### src/rtl/emif_bringup_sequencer.sv
// Board bring-up sequencer: clock-gen release, EMIF reset pulse,
// calibration wait with retry/timeout, core reset release, sticky fail.
//
// Ports:
//   clk, reset_n        board clock, async active-low reset
//   restart             pulse, honoured in RUN or FAIL only
//   cal_success/fail    per-channel EMIF calibration status (async)
//   clkgen_rst_n/oe_n   SI5340 reset / output-enable
//   emif_reset_req      per-channel EMIF local reset request
//   sys_reset_n         core/QSYS reset
//   state_o, retry_cnt, fail   status
module emif_bringup_sequencer #(
  parameter int NUM_CHANNELS = 1,
  parameter logic [NUM_CHANNELS-1:0] CHANNEL_MASK = '1,
  parameter int NUM_CLKGEN = 2,
  parameter int CLK_SETTLE = 50000,
  parameter int RESET_PULSE = 64,
  parameter int CAL_TIMEOUT = 2**24,
  parameter int MAX_RETRIES = 3,
  parameter int SYNC_STAGES = 2
) (
  input  logic                    clk,
  input  logic                    reset_n,
  input  logic                    restart,
  input  logic [NUM_CHANNELS-1:0] cal_success,
  input  logic [NUM_CHANNELS-1:0] cal_fail,
  output logic [NUM_CLKGEN-1:0]   clkgen_rst_n,
  output logic [NUM_CLKGEN-1:0]   clkgen_oe_n,
  output logic [NUM_CHANNELS-1:0] emif_reset_req,
  output logic                    sys_reset_n,
  output logic [2:0]              state_o,
  output logic [3:0]              retry_cnt,
  output logic                    fail
);

  typedef enum logic [2:0] {
    S_IDLE   = 3'd0,
    S_SETTLE = 3'd1,
    S_RST    = 3'd2,
    S_CAL    = 3'd3,
    S_RUN    = 3'd4,
    S_FAIL   = 3'd5
  } state_t;

  localparam logic [24:0] SETTLE_LAST = 25'(CLK_SETTLE - 1);
  localparam logic [24:0] PULSE_LAST  = 25'(RESET_PULSE - 1);
  localparam logic [24:0] TO_LAST     = 25'(CAL_TIMEOUT - 1);
  localparam logic [3:0]  MAX_R       = 4'(MAX_RETRIES);

  typedef logic [NUM_CHANNELS-1:0] ch_t;

  ch_t [SYNC_STAGES-1:0] s_sync;
  ch_t [SYNC_STAGES-1:0] f_sync;
  ch_t                   s_v;
  ch_t                   f_v;

  state_t      state;
  state_t      state_n;
  state_t      ret_state;
  logic [24:0] cnt;
  logic [3:0]  retry_n;
  logic [3:0]  ret_cnt;
  logic        can_retry;
  logic        fail_ev;
  logic        clk_on;
  ch_t         emif_n;

  always_ff @(posedge clk or negedge reset_n) begin
    if (!reset_n) begin
      s_sync <= '0;
      f_sync <= '0;
    end else begin
      s_sync <= {s_sync[SYNC_STAGES-2:0], cal_success};
      f_sync <= {f_sync[SYNC_STAGES-2:0], cal_fail};
    end
  end

  assign s_v = s_sync[SYNC_STAGES-1] & CHANNEL_MASK;
  assign f_v = f_sync[SYNC_STAGES-1] & CHANNEL_MASK;

  assign can_retry = retry_cnt < MAX_R;
  assign ret_state = can_retry ? S_RST : S_FAIL;
  assign ret_cnt   = can_retry ? retry_cnt + 4'd1 : retry_cnt;
  assign fail_ev   = (f_v != '0) || (cnt == TO_LAST);

  always_comb begin
    state_n = state;
    retry_n = retry_cnt;
    unique case (state)
      S_IDLE: state_n = S_SETTLE;
      S_SETTLE: begin
        if (cnt == SETTLE_LAST) state_n = S_RST;
      end
      S_RST: begin
        if (cnt == PULSE_LAST) state_n = S_CAL;
      end
      S_CAL: begin
        if (fail_ev) begin
          state_n = ret_state;
          retry_n = ret_cnt;
        end else if (s_v == CHANNEL_MASK) begin
          state_n = S_RUN;
        end
      end
      S_RUN: begin
        if (restart) begin
          state_n = S_RST;
          retry_n = '0;
        end else if (s_v != CHANNEL_MASK || f_v != '0) begin
          state_n = ret_state;
          retry_n = ret_cnt;
        end
      end
      S_FAIL: begin
        if (restart) begin
          state_n = S_RST;
          retry_n = '0;
        end
      end
      default: state_n = S_IDLE;
    endcase
  end

  // Outputs are decoded from the next state so they register
  // on the same edge as the transition.
  always_comb begin
    emif_n = '0;
    unique case (state_n)
      S_IDLE, S_SETTLE: emif_n = '1;
      S_RST, S_FAIL:    emif_n = CHANNEL_MASK;
      default:          emif_n = '0;
    endcase
  end

  always_ff @(posedge clk or negedge reset_n) begin
    if (!reset_n) begin
      state          <= S_IDLE;
      cnt            <= '0;
      retry_cnt      <= '0;
      clk_on         <= 1'b0;
      emif_reset_req <= '1;
      sys_reset_n    <= 1'b0;
      fail           <= 1'b0;
    end else begin
      state          <= state_n;
      cnt            <= (state_n != state) ? '0 : cnt + 25'd1;
      retry_cnt      <= retry_n;
      clk_on         <= 1'b1;
      emif_reset_req <= emif_n;
      sys_reset_n    <= (state_n == S_RUN);
      fail           <= (state_n == S_FAIL);
    end
  end

  assign clkgen_rst_n = {NUM_CLKGEN{clk_on}};
  assign clkgen_oe_n  = {NUM_CLKGEN{~clk_on}};
  assign state_o      = state;

endmodule

### config.mk
export PLATFORM = sky130hd
export DESIGN_NAME = emif_bringup_sequencer
export DESIGN_NICKNAME = d
export VERILOG_FILES = /design/src/rtl/emif_bringup_sequencer.sv
export SDC_FILE = /design/constraint.sdc
export NUM_CORES = 1
export LEC_CHECK = 0
export CAP_MARGIN = 10
export CORE_ASPECT_RATIO = 1.1
export CORE_MARGIN = 5
export CORE_UTILIZATION = 55
export DETAILED_ROUTE_END_ITERATION = 6
export GPL_TIMING_DRIVEN = 0
export PLACE_DENSITY = 0.77
export SETUP_SLACK_MARGIN = 0.05
export SYNTH_ARGS = -nofsm -noshare
export SYNTH_HDL_FRONTEND = slang
export SYNTH_SLANG_ARGS = --single-unit
### constraint.sdc
create_clock -name clk -period 3.9 [get_ports clk]
set_input_delay 0.39 -clock clk [delete_from_list [all_inputs] [get_ports clk]]
set_output_delay 0.39 -clock clk [all_outputs]
set_load 0.005 [all_outputs]
# Yosys cells after proc, flatten, opt, wreduce, memory -nomap -nowiden
# Index checks and enable logic that the tools add are counted.
# word_totals
ff_bits	40
in_bits	5
elab_cells	56
# op_classes
add_sub_neg	2
order_cmp	1
n_eq_ne	16
muxes	17
n_bitwise	2
n_reduce_logical	7
# op_table
operator	count
adder 25 x 1 -> 25 bit (second input constant)	1
equality test 25 x 16 -> 1 bit (second input constant)	1
equality test 25 x 24 -> 1 bit (second input constant)	1
equality test 25 x 6 -> 1 bit (second input constant)	1
two-way mux 25 bit	1
two-way mux 3 bit	8
two-way mux 4 bit	5
one-hot mux 3 bit (6 select lines)	1
equality test 3 bit (second input constant)	4
one-hot mux 4 bit (3 select lines)	1
equality test 3 x 2 -> 1 bit (second input constant)	3
equality test 3 x 1 -> 1 bit (second input constant)	2
logical NOT 3 bit	2
adder 4 x 1 -> 4 bit (second input constant)	1
< comparator 4 x 2 -> 1 bit (second input constant)	1
!= test 2 bit (second input constant)	2
AND reduction 4 bit	1
OR reduction 4 bit	1
!= test 3 bit	1
!= test 3 bit (second input constant)	1
nonzero test 3 bit	1
logical OR 1 bit	2
inverter 1 bit	2
two-way mux 1 bit	1

# Depth between registers and ports, before layout
# Gate-level depths: netlist (run 1).
# depth
depth_word	8
mapped_depth	8

# Worst setup path before layout (run 1)
# No wires, ideal clock.
# synth_path
path_kind	flip-flop to flip-flop
from	reg cnt[0]
to	reg cnt[15]
arrival_ns	2.079
setup_slack_ns	1.678
stages_incl_launch_ff	9
n_path_buf	1
period_less_slack_ns	2.222
path_cell_list	dfrtp_1 > ha_1 > and3_1 > nand3_1 > nor3_1 > nor2_1 > nor2_1 > clkbuf_1 > nor4_2
# synth_between
elab_chain_len	6
elab_cells_between_ends	11
cone_classes	1 x add/sub; 4 x eq/ne; 5 x mux; 1 x reduce/logical
# synth_lines
item	line	text
from (decl)	60	logic [24:0] cnt;
from (signal assigned)	146	cnt <= (state_n != state) ? '0 : cnt + 25'd1;
equality test 25 x 24 -> 1 bit	84	assign fail_ev = (f_v != '0) || (cnt == TO_LAST);
logical OR 1 bit	84	
two-way mux 3 bit	98	if (fail_ev) begin
one-hot mux 3 bit (6 select lines)	89	unique case (state)
!= test 3 bit	146	
two-way mux 25 bit (*)	146	
# Mark *: on every way between the ends. The rest lies on a longest branch, timed or not.
# A chain may end at the register's enable or synchronous reset.

# Worst setup path in the final report (run 1)
# layout_path
from	reg cnt[0]
to	reg cnt[8]
# The elaborated chain is that of the path after synthesis.

==> run_results.csv, run 1 <==
group,metric,value,unit
synth,yosys_warnings,0,
sta,period_needed,2.74,ns
clocking,ctsLongestPathBuffers,2,
final_layout,n_antenna_cell,0,
critical_path,rr_startpoint,"cnt[0]",
die,die_w,71.1,um
drt,viasPerCell,5.70,
drt,ant_nets,0,
drt,vias,1664,
clocking,cts_sinks,40,
global_routing,grt_pass1_vias,1632,
synth,avgSynthCellArea,10.5,um^2
die,io_pins,19,
clocking,cts_root_buffer,"clkbuf_8",
synth,synth-xor-area-share,8.92,%
die,initial_utilization,56.9,%
sta,max-slew-margin-rel,41.3,%
synth,synth_edf_count,0,
power,leakage,1.10,nW
critical_path,arrival,2.89,ns
clocking,cts.repair.resized,0,
synth,synth_flop_cell,"dfrtp_1",
synth,synth_adder_area_share,1.11,%
final_layout,stdcell_area,0.00261,mm^2
synth,ys_seq_area_share,44.4,%
final_layout,area_delta_synth_final,15.4,%
clocking,postCtsSetupBuffers,0,
die,dieArea,0.00549,mm^2
synth,ys_seq_elements,40,
clocking,cts_tree,"built",
die,coreArea,0.00396,mm^2
clocking,clk_latency,0.29,ns
sta,tightestPinTransition,0.881,ns
synth,async_reset_ff_share,100,%
final_layout,fillers,345,
critical_path,critPathKind,"reg -> reg",
sta,drv_slew,0,
critical_path,required,4.05,ns
worst_hold_path,min_path_type,"in -> async",
critical_path,crit_start,"cnt[0]",
placed_design,finalWeightedCongestion,0.770,
drt,dr.pass1.iters,4,
global_routing,grt_usage,16.9,%
job,maxCapViolations,0,
drt,wl,4280,um
critical_path,rr_worst_depth,8,
critical_path,cp_max_fo,10,
sta,setup_tns,0,ns
synth,synthSimpleGateAreaFrac,34.2,%
power,irDropWorstVdd,0.000199,V
critical_path,rrSetupSlack,1.16,ns
placed_design,dpl_cell_area,0.00250,mm^2
synth,syn_inst,214,
synth,syn_area,0.00226,mm^2
synth,synth_cell_types,46,
global_routing,grt_max_degree,41,
clocking,ctsHtreeMaxLevel,2,
critical_path,start_kind,"flip-flop",
run_status,status,"finished, final reports clean",
sta,fmax,364,MHz
clocking,hold_buffers,0,
sta,grt_setup_unrepaired,"no",
clocking,cts_buffers,5,
final_layout,fin_util,65.7,%
placed_design,io_buffers,18,
final_layout,drive_gt1_share,19.6,%
drt,first_iter_violations,97,
critical_path,timing.rr.end,"cnt[8]",
sta,finClkSkew,0.00513,ns
power,power_density,297,mW/mm^2
global_routing,antenna_found_initial,0,
synth,synth_top_family_by_area,"simple AND/OR/NAND/NOR gates",
synth,synth.area.mux_share,2.05,%
drt,wire_per_inst,14.6,um
die,die_y,77.2,um
global_routing,grt-ovfl-total,0,
drt,post-route-drc-count,0,
sta,timing.final.crit_share,70.4,%
placed_design,place_hpwl,3040,um
sta,setup_viol,0,
die,placementRows,24,
synth,synth_compound_gate_area_share,4.55,%
clocking,clk_pin_slew,0.07,ns
synth,synth_nets,221,
final_layout,finish.net_count,246,
critical_path,setup.worst_path.end_class,"flip-flop",
sta,hold_violations,0,
global_routing,grt_pass1_wl,7510,um
[layer usage]
metal / global-route usage [%] / vias up / part of all wire [%]
li1: - / 820 / -
met1: 22.4 / 805 / 47
met2: 27.4 / 33 / 47
met3: 4.44 / 6 / 5.1
met4: 4.32 / 0 / 0.94
met5: 0 / - / 0
[cells in the mapped netlist, types with 2 or more instances]
master     n  area [um^2]
mux2i_1    2         20.0
ha_1       2         25.0
buf_4      3         22.5
clkbuf_1   4         15.0
o21ai_0    4         20.0
dfrtp_1   39          976
nand2b_1   2         12.5
buf_8      2         30.0
a31oi_1    2         12.5
nor4_2    21          263
inv_1      6         22.5
or3_1      2         12.5
buf_2      2         10.0
xnor2_1    8         70.1
a21oi_1    2         10.0
nor4_1     9         56.3
nor3_1     5         25.0
nor2_1    16         60.1
nand2_1   15         56.3
and4_1     3         26.3
nand4_1    7         43.8
nand3_1   11         55.1
and3_1     3         18.8
xor2_1    15          131
nor2b_1    4         25.0
or4_4      2         22.5
and2_1     4         25.0
[how the worst max path moves through the flow]
stage,to,slack [ns],cells past startpoint
after floorplan,cnt[15],1.68,8
after global placement,cnt[13],1.05,7
after detailed placement,cnt[8],1.10,7
after CTS,cnt[8],1.13,8
after global routing,cnt[10],0.83,8
final,cnt[8],1.16,8
[critical path, cell delays in order, from the launching register on]
cell and delay, ns:
dfrtp_1 0.43, ha_1 0.23, and3_1 0.25, nand3_1 0.25, nor3_1 0.30, nor2_1 0.08
nor2_1 0.35, clkbuf_1 0.61, nor4_2 0.10
[report_power, final]
group          leakage [nW]  total (mW)  switching (mW)  internal [mW]
combinational         0.533      0.0228          0.0126         0.0102
clock                0.0552       0.332           0.142          0.190
sequential            0.515       0.419         0.00146          0.417
[state kept, by name (all words and copies together) (netlist names)]
register and count:
sys_reset_n 1, state_o 3, s_sync 1, f_v 1
fail 1, retry_cnt 4, clk_on 1, s_v 1
cnt 25, emif_reset_req 1, f_sync 1
[final cells by class]
type | instances | area [um^2] | share of cell area [%]
plain buffers | 11 | 77.6 | 2.98
clock buffers | 6 | 72.6 | 2.79
clock inverters | 2 | 35.0 | 1.34
inverters | 7 | 26.3 | 1.01
multi-input cells | 156 | 1150 | 44.2
flip-flops and latches | 40 | 1000 | 38.5
well taps | 52 | 65.1 | 2.50
repair buffers | 18 | 175 | 6.72
[cell usage in the layout (no fill, tap or decap), drive strengths merged, types with 5 or more instances in the layout]
cell	instances
clkbuf	10
nand2	15
clkdlybuf4s50	17
inv	7
nand3	11
nor4	30
xor2	15
dfrtp	39
nor2	17
buf	8
nand4	8
xnor2	8
nor3	6
o21ai	5
[logic make-up after synthesis]
| family | after synthesis |
|---|---|
| buffers and inverters | 18 |
| muxes | 4 |
| DFF | 40 |
| xor gates and xnor gates | 23 |
| adders and majority gates | 2 |
| AOI/OAI and AO/OA | 15 |
| other | 1 |
| and+or+nand+nor | 111 |
[metrics by stage]
stage	worst slack, ns	power, mW	hold slack, ns	std cells
2_1_floorplan	1.68	0.433	0.0944	214
3_3_place_gp	1.05	0.451	0.334	284
3_5_place_dp	1.10	0.450	0.338	284
4_1_cts	1.13	0.783	0.240	292
5_1_grt	0.827	0.807	0.282	292
6_report	1.16	0.773	0.208	292
Power figures use the tool's default switching activity.
==> inputs of run 2 (changes only) <==
CORE_UTILIZATION = 52   (was 55)
clock period = 2.45 ns   (was 3.9 ns; I/O delays follow)
==> run_results.csv, run 2 (synthesis results as in run 1) <==
group,metric,value,unit
clocking,cts_buffers,5,
drt,ant_nets,0,
critical_path,slowest_delay,0.56,ns
final_layout,area_delta_synth_final,28.2,%
global_routing,antenna_found_initial,0,
clocking,hold_buffers,0,
final_layout,drive_gt1_share,32.4,%
placed_design,finalWeightedCongestion,0.803,
final_layout,layout_common_cells,"dfrtp_1 (33), nor4_2 (18), buf_4 (18)",
sta,timing.final.crit_share,95.8,%
power,swShare,22.0,%
run_status,status,"finished, final reports clean",
final_layout,finish.net_count,262,
drt,vias,1745,
power,pwr-share-clk,39.4,%
placed_design,place_hpwl,3030,um
die,die_y,79.1,um
global_routing,grt-ovfl-total,0,
final_layout,multi_input_area,0.00126,mm^2
clocking,cts_sinks,40,
final_layout,ff_latch_area,0.00101,mm^2
clocking,cts_tree,"built",
die,dieArea,0.00576,mm^2
critical_path,setup.worst_path.end_class,"flip-flop",
sta,drv_slew,0,
critical_path,crit_slowest_cell,"or4_4",
global_routing,grt_pass1_wl,7870,um
die,io_pins,19,
sta,grt_setup_unrepaired,"yes",
power,irDropWorstVdd,0.000283,V
die,coreArea,0.00425,mm^2
clocking,ctsHtreeMaxLevel,2,
sta,setup_viol,0,
critical_path,crit_start,"cnt[0]",
power,power_density,401,mW/mm^2
clocking,cts_root_buffer,"clkbuf_8",
global_routing,grt_usage,17.4,%
die,initial_utilization,53.1,%
power,combPwrFrac,3.2,%
sta,holdWs,0.0658,ns
critical_path,crit_chain,"ha_2, nand3_1, or4_4, o21ai_2, o2111a_2, nor3_4, buf_12, buf_8, nor4_2",
final_layout,largest_reg_flops,25,
drt,wire_per_inst,14.9,um
sta,max-slew-margin-rel,40.1,%
power,internal_power,0.905,mW
sta,finClkSkew,0.00669,ns
die,placementRows,25,
critical_path,critPathKind,"reg -> reg",
drt,viasPerCell,5.63,
drt,dr.pass1.iters,5,
power,p_seq_share,57.5,%
die,die_w,72.8,um
critical_path,rrSetupSlack,0.10,ns
drt,post-route-drc-count,0,
sta,tightestPinTransition,0.898,ns
sta,period_needed,2.35,ns
critical_path,rr_startpoint,"cnt[0]",
sta,setup_tns,0,ns
critical_path,critPathBufInv,2,
power,p_switching,0.255,mW
critical_path,cp_max_fo,10,
power,leakage,1.23,nW
final_layout,fillers,320,
clocking,ctsLongestPathBuffers,2,
job,maxCapViolations,0,
sta,hold_violations,0,
drt,first_iter_violations,79,
critical_path,arrival,2.55,ns
worst_hold_path,min_path_type,"in -> async",
critical_path,start_kind,"flip-flop",
critical_path,required,2.65,ns
final_layout,final_common_cell,"dfrtp_1",
critical_path,path_delay_family,"simple AND/OR/NAND/NOR gates",
clocking,clk_latency,0.30,ns
global_routing,grt_pass1_vias,1697,
final_layout,largest-register,"cnt",
global_routing,grt_max_degree,41,
final_layout,n_antenna_cell,0,
placed_design,io_buffers,18,
clocking,clk_pin_slew,0.08,ns
drt,wl,4610,um
sta,fmax,426,MHz
## run 2: cell count changes in the layout (fill, tap and decap cells not counted), sizes merged
| cell | previous run | this run |
|---|---|---|
| buf | 8 | 24 |
| bufinv | 1 | 0 |
| clkinv | 1 | 2 |
## run 2: power by group through the flow
stage	logic (mW)	registers [mW]	clock network [mW]
CTS	0.0372	0.667	0.464
global placement	0.0374	0.680	0
finish	0.0368	0.667	0.457
global route	0.0424	0.667	0.491
detailed placement	0.0372	0.680	0
floorplan	0.0103	0.679	0
## run 2: area by class of cell
cell class / count / area share (%)
inverter: 7 / 0.908
sequential: 40 / 34.9
multi-input combinational: 156 / 43.6
timing repair buffer: 34 / 11.2
buffer: 11 / 3.85
clock buffer: 6 / 2.85
tap: 54 / 2.34
clock inverter: 2 / 0.346
## run 2: per-stage QoR
stage	area (um^2)	setup WS (ns)	utilization [%]	instances	total power, mW
after floorplan	2260	0.228	-	214	0.689
after global placement	2500	-0.317	58.9	286	0.717
after detailed placement	2500	-0.332	58.8	286	0.717
after CTS	2670	0.0678	62.7	299	1.17
after global routing	2890	0.00384	68.0	310	1.20
final	2890	0.102	68.0	310	1.16
## run 2: final timing paths
check / to / cells after the start
min reg2reg: f_v / 0
max in group asynchronous: cnt[15] / 1
max: cnt[19] / 9
min: fail / 1
min in group clk: f_v / 0
max reg2reg: cnt[19] / 9
## run 2: repair_timing
| item | in CTS | in global routing |
|---|---|---|
| buffers inserted | 5 | 10 |
| setup endpoints to repair | 25 | 24 |
| gates cloned | 0 | 1 |
| gates resized for setup | 8 | 31 |
| pin swaps | 2 | 4 |
## run 2: worst register-to-register path, cell delays in order, from the launching register on
cell and delay [ns]:
dfrtp_1 0.38, ha_2 0.20, nand3_1 0.10, or4_4 0.56
o21ai_2 0.14, o2111a_2 0.26, nor3_4 0.06, buf_12 0.13
buf_8 0.15, nor4_2 0.27
## run 2: metal layers
layer | track usage [%] | wire length [um] | vias up
met1 | 22.8 | 2120 | 847
met2 | 28.1 | 2220 | 32
li1 | - | - | 859
met4 | 6.09 | 72 | 0
met3 | 4.18 | 195 | 7
met5 | 0 | 0 | -
==> inputs of run 3 (changes only) <==
SLEW_MARGIN = 20   (was not set)
==> run_results.csv, run 3 (synthesis results as in run 1) <==
group,metric,value,unit
power,leakage,1.23,nW
run_status,status,"finished, final reports clean",
job,maxCapViolations,0,
power,power_density,422,mW/mm^2
placed_design,finalWeightedCongestion,0.803,
drt,first_iter_violations,118,
placed_design,io_buffers,18,
die,dieArea,0.00576,mm^2
clocking,cts_buffers,5,
power,irDropWorstVdd,0.000262,V
final_layout,final_common_cell,"dfrtp_1",
drt,wl,4500,um
drt,post-route-drc-count,0,
drt,vias,1703,
final_layout,drive_gt1_share,31.1,%
clocking,cts_tree,"built",
sta,grt_setup_unrepaired,"yes",
sta,setup_tns,0,ns
final_layout,layout_common_cells,"dfrtp_1 (34), buf_4 (18), nor4_2 (17), clkdlybuf4s50_1 (17)",
sta,period_needed,2.35,ns
global_routing,grt_max_degree,26,
die,die_y,79.1,um
global_routing,grt_pass1_wl,7750,um
critical_path,start_kind,"flip-flop",
placed_design,place_hpwl,3140,um
critical_path,arrival,2.52,ns
final_layout,area_delta_synth_final,28.7,%
drt,top_layer,"met4",
sta,finClkSkew,0.00616,ns
clocking,clk_latency,0.29,ns
critical_path,cp_max_fo,10,
sta,setup_viol,0,
die,initial_utilization,53.1,%
final_layout,largest_reg_flops,25,
drt,ant_nets,0,
sta,hold_violations,0,
sta,timing.final.crit_share,96.1,%
critical_path,setup.worst_path.end_class,"flip-flop",
drt,wire_per_inst,14.5,um
final_layout,fillers,304,
final_layout,fin_util,68.3,%
global_routing,grt-ovfl-total,0,
critical_path,critPathKind,"reg -> reg",
final_layout,final_cells,311,
drt,met1_length,2070,um
clocking,cts_root_buffer,"clkbuf_8",
die,io_pins,19,
sta,drv_slew,0,
clocking,ctsHtreeMaxLevel,2,
sta,fmax,425,MHz
global_routing,antenna_found_initial,0,
final_layout,largest-register,"cnt",
worst_hold_path,min_path_type,"reg -> reg",
clocking,ctsLongestPathBuffers,2,
drt,dr.pass1.iters,4,
drt,dr_wl_met3,179,um
global_routing,grt_usage,17.4,%
die,coreArea,0.00425,mm^2
die,placementRows,25,
placed_design,dpl.cell_count,287,
clocking,cts_sinks,40,
clocking,clk_pin_slew,0.07,ns
final_layout,n_antenna_cell,0,
final_layout,finish.net_count,263,
drt,viasPerCell,5.48,
global_routing,grt_pass1_vias,1644,
critical_path,required,2.62,ns
drt,wl_met2,2160,um
die,die_w,72.8,um
[run 3: cell count changes in the layout (fill, tap and decap cells not counted), sizes merged]
cell         delta
buf             +1
dlygate4sd3     +1
bufinv          +1
clkbuf          -1
clkinv          -1
[run 3: final timing paths]
check                      cells after the start  slack (ns)  startpoint       to
hold reg to reg                                0        0.36   s_sync[0]      s_v
min in group asynchronous                      2        0.40     reset_n     fail
hold / removal                                 0        0.36   s_sync[0]      s_v
setup reg to reg                               7         0.1     cnt[10]  cnt[11]
max in group asynchronous                      3        1.58     reset_n  cnt[11]
setup / recovery                               7         0.1     cnt[10]  cnt[11]
[run 3: layout make-up]
| type | count | area [um^2] | share of cell area, % |
|---|---|---|---|
| buffer | 11 | 111 | 3.83 |
| inverter | 7 | 26.3 | 0.904 |
| sequential | 40 | 1010 | 34.7 |
| clock buffer | 6 | 72.6 | 2.50 |
| clock inverter | 2 | 35.0 | 1.21 |
| timing repair buffer | 35 | 330 | 11.4 |
| tap | 54 | 67.6 | 2.33 |
| multi-input combinational | 156 | 1250 | 43.2 |
[run 3: stage by stage]
| step | power (mW) | area (um^2) | hold WS [ns] | setup slack (ns) |
|---|---|---|---|---|
| final | 1.23 | 2910 | 0.360 | 0.0954 |
| after CTS | 1.25 | 2690 | 0.363 | 0.0415 |
| after global placement | 0.717 | 2500 | 0.332 | -0.317 |
| after global routing | 1.28 | 2910 | 0.364 | 0.00432 |
| after floorplan | 0.689 | 2260 | -0.0506 | 0.228 |
| after detailed placement | 0.721 | 2520 | 0.187 | -0.341 |
[run 3: repair_timing]
action / in CTS / in global routing
endpoints found under the setup margin: 20 / 26
endpoints found under the hold margin: 14 / 0
hold buffers: 1 / 0
gates resized for setup: 6 / 31
setup buffers: 3 / 12
pin swaps: 1 / 7
[run 3: metal layers]
metal | vias to the layer above | GRT usage (%)
met5 | - | 0
met4 | 0 | 6.64
met3 | 9 | 4.18
met2 | 39 | 27.9
met1 | 800 | 22.6
li1 | 855 | -
[run 3: where the power goes]
part,internal [mW],switching (mW),total (mW)
logic,0.0206,0.0205,0.0411
registers,0.664,0.00258,0.667
clock network,0.302,0.216,0.518
[run 3: worst max-delay path: stages (launching register included)]
cell and delay (ns):
dfrtp_2 0.47, nor4_2 0.30, nand4_1 0.18, or4_4 0.52, o211a_1 0.25, nor2_4 0.25, buf_12 0.20, nor4_4 0.05
